--- src/rtl/alu_pkg.sv ---
// Shared definitions for the ALU issue controller: opcodes, instruction
// field positions and FSM state encodings.
package alu_pkg;

  localparam int NUM_REGS = 8;
  localparam int REG_AW   = 3;

  localparam logic [2:0] OP_MOV  = 3'b000;
  localparam logic [2:0] OP_NOT  = 3'b001;
  localparam logic [2:0] OP_ADD  = 3'b010;
  localparam logic [2:0] OP_NOR  = 3'b011;
  localparam logic [2:0] OP_SUB  = 3'b100;
  localparam logic [2:0] OP_NAND = 3'b101;
  localparam logic [2:0] OP_AND  = 3'b110;
  localparam logic [2:0] OP_SLT  = 3'b111;

  localparam int OP_MSB  = 15;
  localparam int OP_LSB  = 13;
  localparam int RD_MSB  = 12;
  localparam int RD_LSB  = 10;
  localparam int RS1_MSB = 9;
  localparam int RS1_LSB = 7;
  localparam int RS2_MSB = 6;
  localparam int RS2_LSB = 4;
  localparam int CIN_BIT = 3;

  typedef enum logic [1:0] {
    ST_IDLE = 2'b00,
    ST_WAIT = 2'b01,
    ST_WB   = 2'b10
  } state_t;

  // Only arithmetic and compare ops produce a meaningful carry/compare bit.
  function automatic logic op_sets_flag(input logic [2:0] op);
    return (op == OP_ADD) || (op == OP_SUB) || (op == OP_SLT);
  endfunction

endpackage

--- src/rtl/alu_regfile.sv ---
// 8 x N register file: two operand read ports, a debug read port, a
// writeback port and a host write port. Writeback wins on address collision.
module alu_regfile
  import alu_pkg::*;
#(
  parameter int N = 32
) (
  input  logic              clk,
  input  logic              rst,
  input  logic [REG_AW-1:0] rd_addr_a,
  input  logic [REG_AW-1:0] rd_addr_b,
  input  logic [REG_AW-1:0] dbg_addr,
  output logic [N-1:0]      rd_data_a,
  output logic [N-1:0]      rd_data_b,
  output logic [N-1:0]      dbg_data,
  input  logic              wb_en,
  input  logic [REG_AW-1:0] wb_addr,
  input  logic [N-1:0]      wb_data,
  input  logic              host_wr_en,
  input  logic [REG_AW-1:0] host_wr_addr,
  input  logic [N-1:0]      host_wr_data
);

  logic [N-1:0] regs [NUM_REGS];
  logic         host_blocked;

  assign host_blocked = wb_en && (wb_addr == host_wr_addr);

  always_ff @(posedge clk or posedge rst) begin
    if (rst) begin
      for (int i = 0; i < NUM_REGS; i++) regs[i] <= '0;
    end else begin
      if (host_wr_en && !host_blocked) regs[host_wr_addr] <= host_wr_data;
      if (wb_en) regs[wb_addr] <= wb_data;
    end
  end

  assign rd_data_a = regs[rd_addr_a];
  assign rd_data_b = regs[rd_addr_b];
  assign dbg_data  = regs[dbg_addr];

endmodule

--- src/rtl/alu_issue_ctrl.sv ---
// Issue controller driving a registered ALU: decodes instructions, presents
// operands, waits out the ALU latency and writes the result back.
//
// state   | meaning
// IDLE    | ready for an instruction; mov executes here directly
// WAIT    | operands presented, counting down the ALU latency
// WB      | ALU output valid; write rd, update flag, pulse done
module alu_issue_ctrl
  import alu_pkg::*;
#(
  parameter int N       = 32,
  parameter int ALU_LAT = 1
) (
  input  logic         clk,
  input  logic         rst,
  input  logic         instr_valid,
  output logic         instr_ready,
  input  logic [15:0]  instr,
  input  logic         host_wr_en,
  input  logic [2:0]   host_wr_addr,
  input  logic [N-1:0] host_wr_data,
  output logic [2:0]   alu_mux,
  output logic [N-1:0] alu_in1,
  output logic [N-1:0] alu_in2,
  output logic         alu_c_in,
  input  logic [N-1:0] alu_result,
  input  logic         alu_c_out,
  output logic         done,
  output logic         flag,
  input  logic [2:0]   dbg_addr,
  output logic [N-1:0] dbg_data
);

  localparam int CNT_W = (ALU_LAT > 1) ? $clog2(ALU_LAT) : 1;

  state_t           state, state_nxt;
  logic [CNT_W-1:0] cnt, cnt_nxt;
  logic [2:0]       op_q, rd_q;

  logic [2:0]       f_op, f_rd, f_rs1, f_rs2;
  logic             f_cin;
  logic             unused_rsvd;
  logic             accept, issue_alu;

  logic [N-1:0]     rs1_data, rs2_data;
  logic             wb_en;
  logic [2:0]       wb_addr;
  logic [N-1:0]     wb_data;

  assign f_op        = instr[OP_MSB:OP_LSB];
  assign f_rd        = instr[RD_MSB:RD_LSB];
  assign f_rs1       = instr[RS1_MSB:RS1_LSB];
  assign f_rs2       = instr[RS2_MSB:RS2_LSB];
  assign f_cin       = instr[CIN_BIT];
  assign unused_rsvd = ^instr[2:0];

  assign instr_ready = (state == ST_IDLE);
  assign accept      = instr_valid && instr_ready;
  assign issue_alu   = accept && (f_op != OP_MOV);

  alu_regfile #(.N(N)) u_regfile (
    .clk          (clk),
    .rst          (rst),
    .rd_addr_a    (f_rs1),
    .rd_addr_b    (f_rs2),
    .dbg_addr     (dbg_addr),
    .rd_data_a    (rs1_data),
    .rd_data_b    (rs2_data),
    .dbg_data     (dbg_data),
    .wb_en        (wb_en),
    .wb_addr      (wb_addr),
    .wb_data      (wb_data),
    .host_wr_en   (host_wr_en),
    .host_wr_addr (host_wr_addr),
    .host_wr_data (host_wr_data)
  );

  always_comb begin
    state_nxt = state;
    cnt_nxt   = cnt;
    wb_en     = 1'b0;
    wb_addr   = rd_q;
    wb_data   = alu_result;
    case (state)
      ST_IDLE: begin
        if (accept) begin
          if (f_op == OP_MOV) begin
            wb_en   = 1'b1;
            wb_addr = f_rd;
            wb_data = rs1_data;
          end else begin
            state_nxt = ST_WAIT;
            cnt_nxt   = CNT_W'(ALU_LAT - 1);
          end
        end
      end
      ST_WAIT: begin
        if (cnt == '0) state_nxt = ST_WB;
        else           cnt_nxt   = cnt - CNT_W'(1);
      end
      ST_WB: begin
        wb_en = 1'b1;
        // slt returns only the compare bit, zero-extended
        if (op_q == OP_SLT) wb_data = {{(N-1){1'b0}}, alu_c_out};
        state_nxt = ST_IDLE;
      end
      default: state_nxt = ST_IDLE;
    endcase
  end

  always_ff @(posedge clk or posedge rst) begin
    if (rst) begin
      state    <= ST_IDLE;
      cnt      <= '0;
      op_q     <= OP_MOV;
      rd_q     <= '0;
      alu_mux  <= OP_MOV;
      alu_in1  <= '0;
      alu_in2  <= '0;
      alu_c_in <= 1'b0;
      done     <= 1'b0;
      flag     <= 1'b0;
    end else begin
      state <= state_nxt;
      cnt   <= cnt_nxt;
      done  <= wb_en;
      if (issue_alu) begin
        alu_mux  <= f_op;
        alu_in1  <= rs1_data;
        alu_in2  <= rs2_data;
        alu_c_in <= f_cin;
        op_q     <= f_op;
        rd_q     <= f_rd;
      end
      if (state == ST_WB && op_sets_flag(op_q)) flag <= alu_c_out;
    end
  end

endmodule

--- config.mk ---
export PLATFORM = sky130hd
export DESIGN_NAME = alu_issue_ctrl
export DESIGN_NICKNAME = d
export VERILOG_FILES = /design/src/rtl/alu_pkg.sv /design/src/rtl/alu_regfile.sv /design/src/rtl/alu_issue_ctrl.sv
export SDC_FILE = /design/constraint.sdc
export NUM_CORES = 1
export LEC_CHECK = 0
export CAP_MARGIN = 10
export CORE_MARGIN = 5
export CORE_UTILIZATION = 53
export DETAILED_ROUTE_END_ITERATION = 10
export PLACE_DENSITY_LB_ADDON = 0.1
export SKIP_CTS_REPAIR_TIMING = 1
export SYNTH_ARGS = -nofsm -noshare
export SYNTH_HDL_FRONTEND = slang
export SYNTH_SLANG_ARGS = --single-unit
export TNS_END_PERCENT = 20
--- constraint.sdc ---
create_clock -name clk -period 10.55 [get_ports clk]
set_clock_uncertainty 0.2 [all_clocks]
set_input_delay 1.055 -clock clk [delete_from_list [all_inputs] [get_ports clk]]
set_output_delay 1.055 -clock clk [all_outputs]
set_load 0.01 [all_outputs]
==> flow_summary.ini, run 1 <==
[status]
status = complete, no violations

[detailed_routing]
drtPass1Iterations = 6
drt_iter0_markers = 2255
antenna_left = 0
wl_per_cell_um = 25.7
drt_wl_total_um = 73000
route.detailed.drc = 0
num_vias = 18800
via_per_inst = 6.62

[setup_path]
path_common_cell = buf_4
crit_slowest_cell = buf_4
path_class = in2out
cp-end-kind = primary output
critPathTopFamily = buffers and inverters
cp_max_fo = 37
crit_path_cell_trace = buf_4 -> buf_4 -> mux4_2 -> mux2_2 -> clkdlybuf4s50_1
cp.arrival_ps = 3890
required_ps = 9300
slowest_delay_ps = 800
path_buf_inv = 3
cp-start-kind = input port

[placed_design]
dp_hpwl_um = 41500
place_congestion = 0.842
place_ws_ps = 5400
io_buffer_count = 190

[sta]
slew_violations = 0
min_period_over_period = 0.488
setup_ws_ps = 5410
final-hold-violation-count = 0
setup_viol = 0
tightest_slew_ps = 1290
period_needed_ps = 5140
slew_headroom = 0.143
fin_setup_tns_ps = 0
rsz0062_at_grt = false
fmax_ghz = 0.194

[pwr]
max-vdd-ir-drop_mv = 0.127
leakage_nw = 10.4
p_per_area_mw_per_mm2 = 239

[floorplan]
die_area_mm2 = 0.0444
die_w_um = 211
io_pins = 194
rows = 73
die_h_um = 211
start_util = 0.536
coreArea_mm2 = 0.0398

[cells_and_area]
area_growth_syn_to_layout_pct = 15.6
drive_above_1_share = 0.169
nets = 2375
layout.cells.most_common = nand2_1
most-common-layout-cells = nand2_1, dfrtp_1, nor2_1
fillers = 3370
final_util = 0.620
multi_input_area_mm2 = 0.0122
regArea_mm2 = 0.00828

[run]
maxCapViolations = 0

[clocking]
clkTransAtPathRegs_ps = 60
clock_latency_ps = 550
tritoncts = built
clockBufferDepth = 3
cts_made_buffers = 39
clock_sinks = 331
cts_root_buf = clkbuf_16
htreeDepth = 2

[synth]
yosys.area_share.adder = 0
yosys.cell_types.count = 43
synth_top_family_by_area = multiplexers
muxShareOfSynthArea = 0.238
synth_top_area_share = 0.388
syn_area_mm2 = 0.0213
synth.top_cells.by_area = dfrtp_1, mux4_2, nand2_1, a31oi_1, mux2i_1
synth_top_area_cell = dfrtp_1
synth-seq-cells = 331
yosys_warnings = 0
synth_edf_count = 0
yosys.area_share.simple = 0.161
synth-async-reset-ratio = 1.00
synth_compound_area_frac = 0.161
yosysSeqAreaShare = 0.388
syn_nets = 2323
syn-instance-count = 2232
synth_area_per_cell_um2 = 9.57
ys.flop_type = dfrtp_1
synth_xor_area_frac = 0.000410

[grt]
grt_pass1_wl_um = 111000
grt_overflow_total = 0
track_usage = 0.324
grt_pass1_vias = 18500
antenna_found_initial = 2
grt_max_degree = 141

[hold_path]
holdCritPathClass = reg2reg
-- power breakdown --
part / internal (mW) / switching [mW]
registers: 1.82 / 0.525
logic: 1.22 / 0.979
clock network: 0.808 / 0.563
-- stage by stage --
step / area [um2] / hold WS (ps) / std cells / power [mW]
floorplan: 21300 / 296 / 2232 / 3.67
global placement: 23400 / 260 / 2768 / 4.42
detailed placement: 23400 / 267 / 2768 / 4.53
CTS: 24700 / 279 / 2836 / 5.91
global route: 24700 / 303 / 2837 / 6.23
finish: 24700 / 275 / 2837 / 5.91
-- layer usage --
layer / wire [um] / track usage / share of wire
met5: 20 / 0 / 0.00027
met4: 3380 / 0.141 / 0.046
met3: 7780 / 0.0670 / 0.11
met2: 33200 / 0.502 / 0.45
met1: 28700 / 0.448 / 0.39
-- synthesized netlist by cell type, types with 2 or more instances --
library cell / number
o22ai_1: 31
a31oi_2: 8
o2bb2ai_1: 2
buf_6: 3
o32ai_2: 2
nand2_1: 587
o21ai_0: 34
a31oi_1: 248
nor2_1: 260
clkbuf_1: 97
a22o_1: 31
nor3_1: 4
nor2b_1: 6
o21ai_1: 2
o32ai_4: 29
nor3b_1: 2
buf_1: 36
buf_4: 6
mux2i_1: 112
nor4_1: 8
mux4_2: 128
o31ai_1: 31
dfrtp_1: 331
nand2b_1: 7
inv_1: 37
nand3_1: 6
mux2_2: 96
buf_2: 73
-- final timing paths --
kind | start | end | slack (ps) | cells after the start
worst max-delay path | dbg_addr[0] | dbg_data[1] | 5410 | 5
worst min-delay path | alu_in2[14] | alu_in2[14] | 280 | 2
worst max register to register | state[1] | u_regfile.regs[254] | 6800 | 6
worst min register to register | alu_in2[14] | alu_in2[14] | 280 | 2
max in group asynchronous | rst | u_regfile.regs[244] | 7740 | 3
min in group asynchronous | rst | alu_in2[25] | 830 | 2
-- cell families after synthesis --
kind of cell    Yosys count
xor+xnor                  1
simple gates            888
buf+inv                 252
compound gates          424
flops                   331
mux                     336
-- tightest hold or removal path: cells and delay by family (launching register included) --
| kind | cells | cell delay [ps] |
|---|---|---|
| compound gates | 1 | 60 |
| flops | 1 | 340 |
| simple gates | 1 | 40 |
-- registers in the layout, summed over array words and instances (netlist names) --
register        cells
alu_c_in            1
u_regfile.regs    256
flag                1
alu_in2            32
state               2
rd_q                3
alu_in1            32
op_q                3
done                1
-- area by class of cell --
cell class,instances,share of cell area
well taps,525,0.0266
inverters,37,0.00593
clock buffers,58,0.0486
diodes,1,0.000101
multi-input cells,1649,0.493
repair buffers,226,0.0875
clock inverters,10,0.00314
flip-flops and latches,331,0.336
(Power assumes the default switching activity.)
==> run 2: changes to the inputs <==
==> constraint.sdc (replaced) <==
create_clock -name clk -period 4.5 [get_ports clk]
set_clock_uncertainty 0.2 [all_clocks]
set_input_delay 0.45 -clock clk [delete_from_list [all_inputs] [get_ports clk]]
set_output_delay 0.45 -clock clk [all_outputs]
set_load 0.01 [all_outputs]
==> run 2 against run 1 <==
Utilization rose by 0.96 points. Critical path type unchanged. Worst hold slack got worse by 36 ps. Count of clock-buffer cells in the layout rose by 1. Total power rose by 140%. Sequential power rose by 140%. Largest cell class unchanged. Sequential share of layout area fell by 0.51 points.
==> flow_summary.ini, run 2 (synthesized netlist as in run 1, its figures left out) <==
[setup_path]
cp-start-kind = input port
cp_max_fo = 25
cp.arrival_ps = 2640
path_class = in2out
required_ps = 3850
cp-end-kind = primary output

[pwr]
p_per_area_mw_per_mm2 = 558
leakage_nw = 10.6
max-vdd-ir-drop_mv = 0.371

[sta]
setup_ws_ps = 1210
tightest_slew_ps = 1160
setup_viol = 0
min_period_over_period = 0.731
rsz0062_at_grt = false
fin_setup_tns_ps = 0
period_needed_ps = 3290
final-hold-violation-count = 0
fmax_ghz = 0.304
slew_violations = 0
slew_headroom = 0.225

[cells_and_area]
largest_reg_flops = 256
area_growth_syn_to_layout_pct = 17.4
regMostFlops = u_regfile.regs
final_util = 0.630
fillers = 3329
layout.cells.most_common = nand2_1
biggestRegsByFlops = u_regfile.regs: 256 flops, alu_in1: 32 flops, alu_in2: 32 flops
nets = 2397
drive_above_1_share = 0.176
most-common-layout-cells = nand2_1, dfrtp_1, nor2_1
final-instance-count-excl-fill = 2859

[floorplan]
coreArea_mm2 = 0.0398
die_area_mm2 = 0.0444
rows = 73
start_util = 0.536
io_pins = 194
die_h_um = 211
die_w_um = 211

[grt]
grt_pass1_wl_um = 115000
grt_max_degree = 88
grt_pass1_vias = 19000
grt_overflow_total = 0
antenna_found_initial = 3
track_usage = 0.333

[detailed_routing]
antenna_left = 0
wl_per_cell_um = 26.3
route.detailed.drc = 0
drt_wl_total_um = 75100
num_vias = 19100
via_per_inst = 6.70
drtPass1Iterations = 7
drt_iter0_markers = 2220

[clocking]
clock_latency_ps = 570
clockBufferDepth = 3
clock_sinks = 331
cts_root_buf = clkbuf_16
htreeDepth = 2
tritoncts = built
cts_made_buffers = 41
clkTransAtPathRegs_ps = 50

[hold_path]
holdCritPathClass = in2reg

[placed_design]
io_buffer_count = 190
place_inst = 2788
place_ws_ps = 790
place_congestion = 0.874
dp_hpwl_um = 45900

[status]
status = complete, no violations

[run]
maxCapViolations = 0
[run 2: cell type report]
| type | count | area, um2 | share of cell area |
|---|---|---|---|
| Inverter | 37 | 143 | 0.00569 |
| Antenna cell | 2 | 5.00 | 0.000200 |
| Timing Repair Buffer | 246 | 2520 | 0.101 |
| Tap cell | 525 | 657 | 0.0262 |
| Multi-Input combinational cell | 1649 | 12200 | 0.485 |
| Clock inverter | 10 | 104 | 0.00414 |
| Clock buffer | 59 | 1190 | 0.0476 |
| Sequential cell | 331 | 8280 | 0.330 |
[run 2: final timing paths]
kind / startpoint / cells past startpoint / slack (ps) / end
max reg2reg: state[1] / 6 / 1260 / u_regfile.regs[241]
min in group asynchronous: rst / 2 / 250 / u_regfile.regs[123]
min reg2reg: alu_in2[18] / 2 / 270 / alu_in2[18]
max in group asynchronous: rst / 3 / 2860 / u_regfile.regs[100]
min: instr[3] / 3 / 240 / alu_c_in
max: dbg_addr[0] / 5 / 1210 / dbg_data[12]
[run 2: worst max-delay path: stages]
cell             delay, ps
buf_4                  500
buf_12                 320
mux4_2                 530
mux2_2                 320
clkdlybuf4s50_1        490
[run 2: where the power goes]
group / leakage (nW) / switching [mW] / internal [mW]
Combinational: 5.91 / 2.33 / 2.89
Sequential: 4.04 / 1.24 / 4.26
Clock: 0.647 / 1.32 / 1.94
[run 2: metrics by stage]
stage	cell area [um2]	power (mW)	hold WS, ps
after floorplan	21400	8.61	296
after global placement	23800	10.4	260
after detailed placement	23800	10.7	266
after CTS	25100	14.0	226
after global routing	25100	14.7	263
final	25100	14.0	239
[run 2: routing by layer]
layer  vias up  share of wire  track usage
met5         -        0.00017            0
met4         2          0.040        0.130
met3       217           0.11       0.0863
met2      1268           0.46        0.512
met1      9477           0.39        0.458
li1       8178              -            -
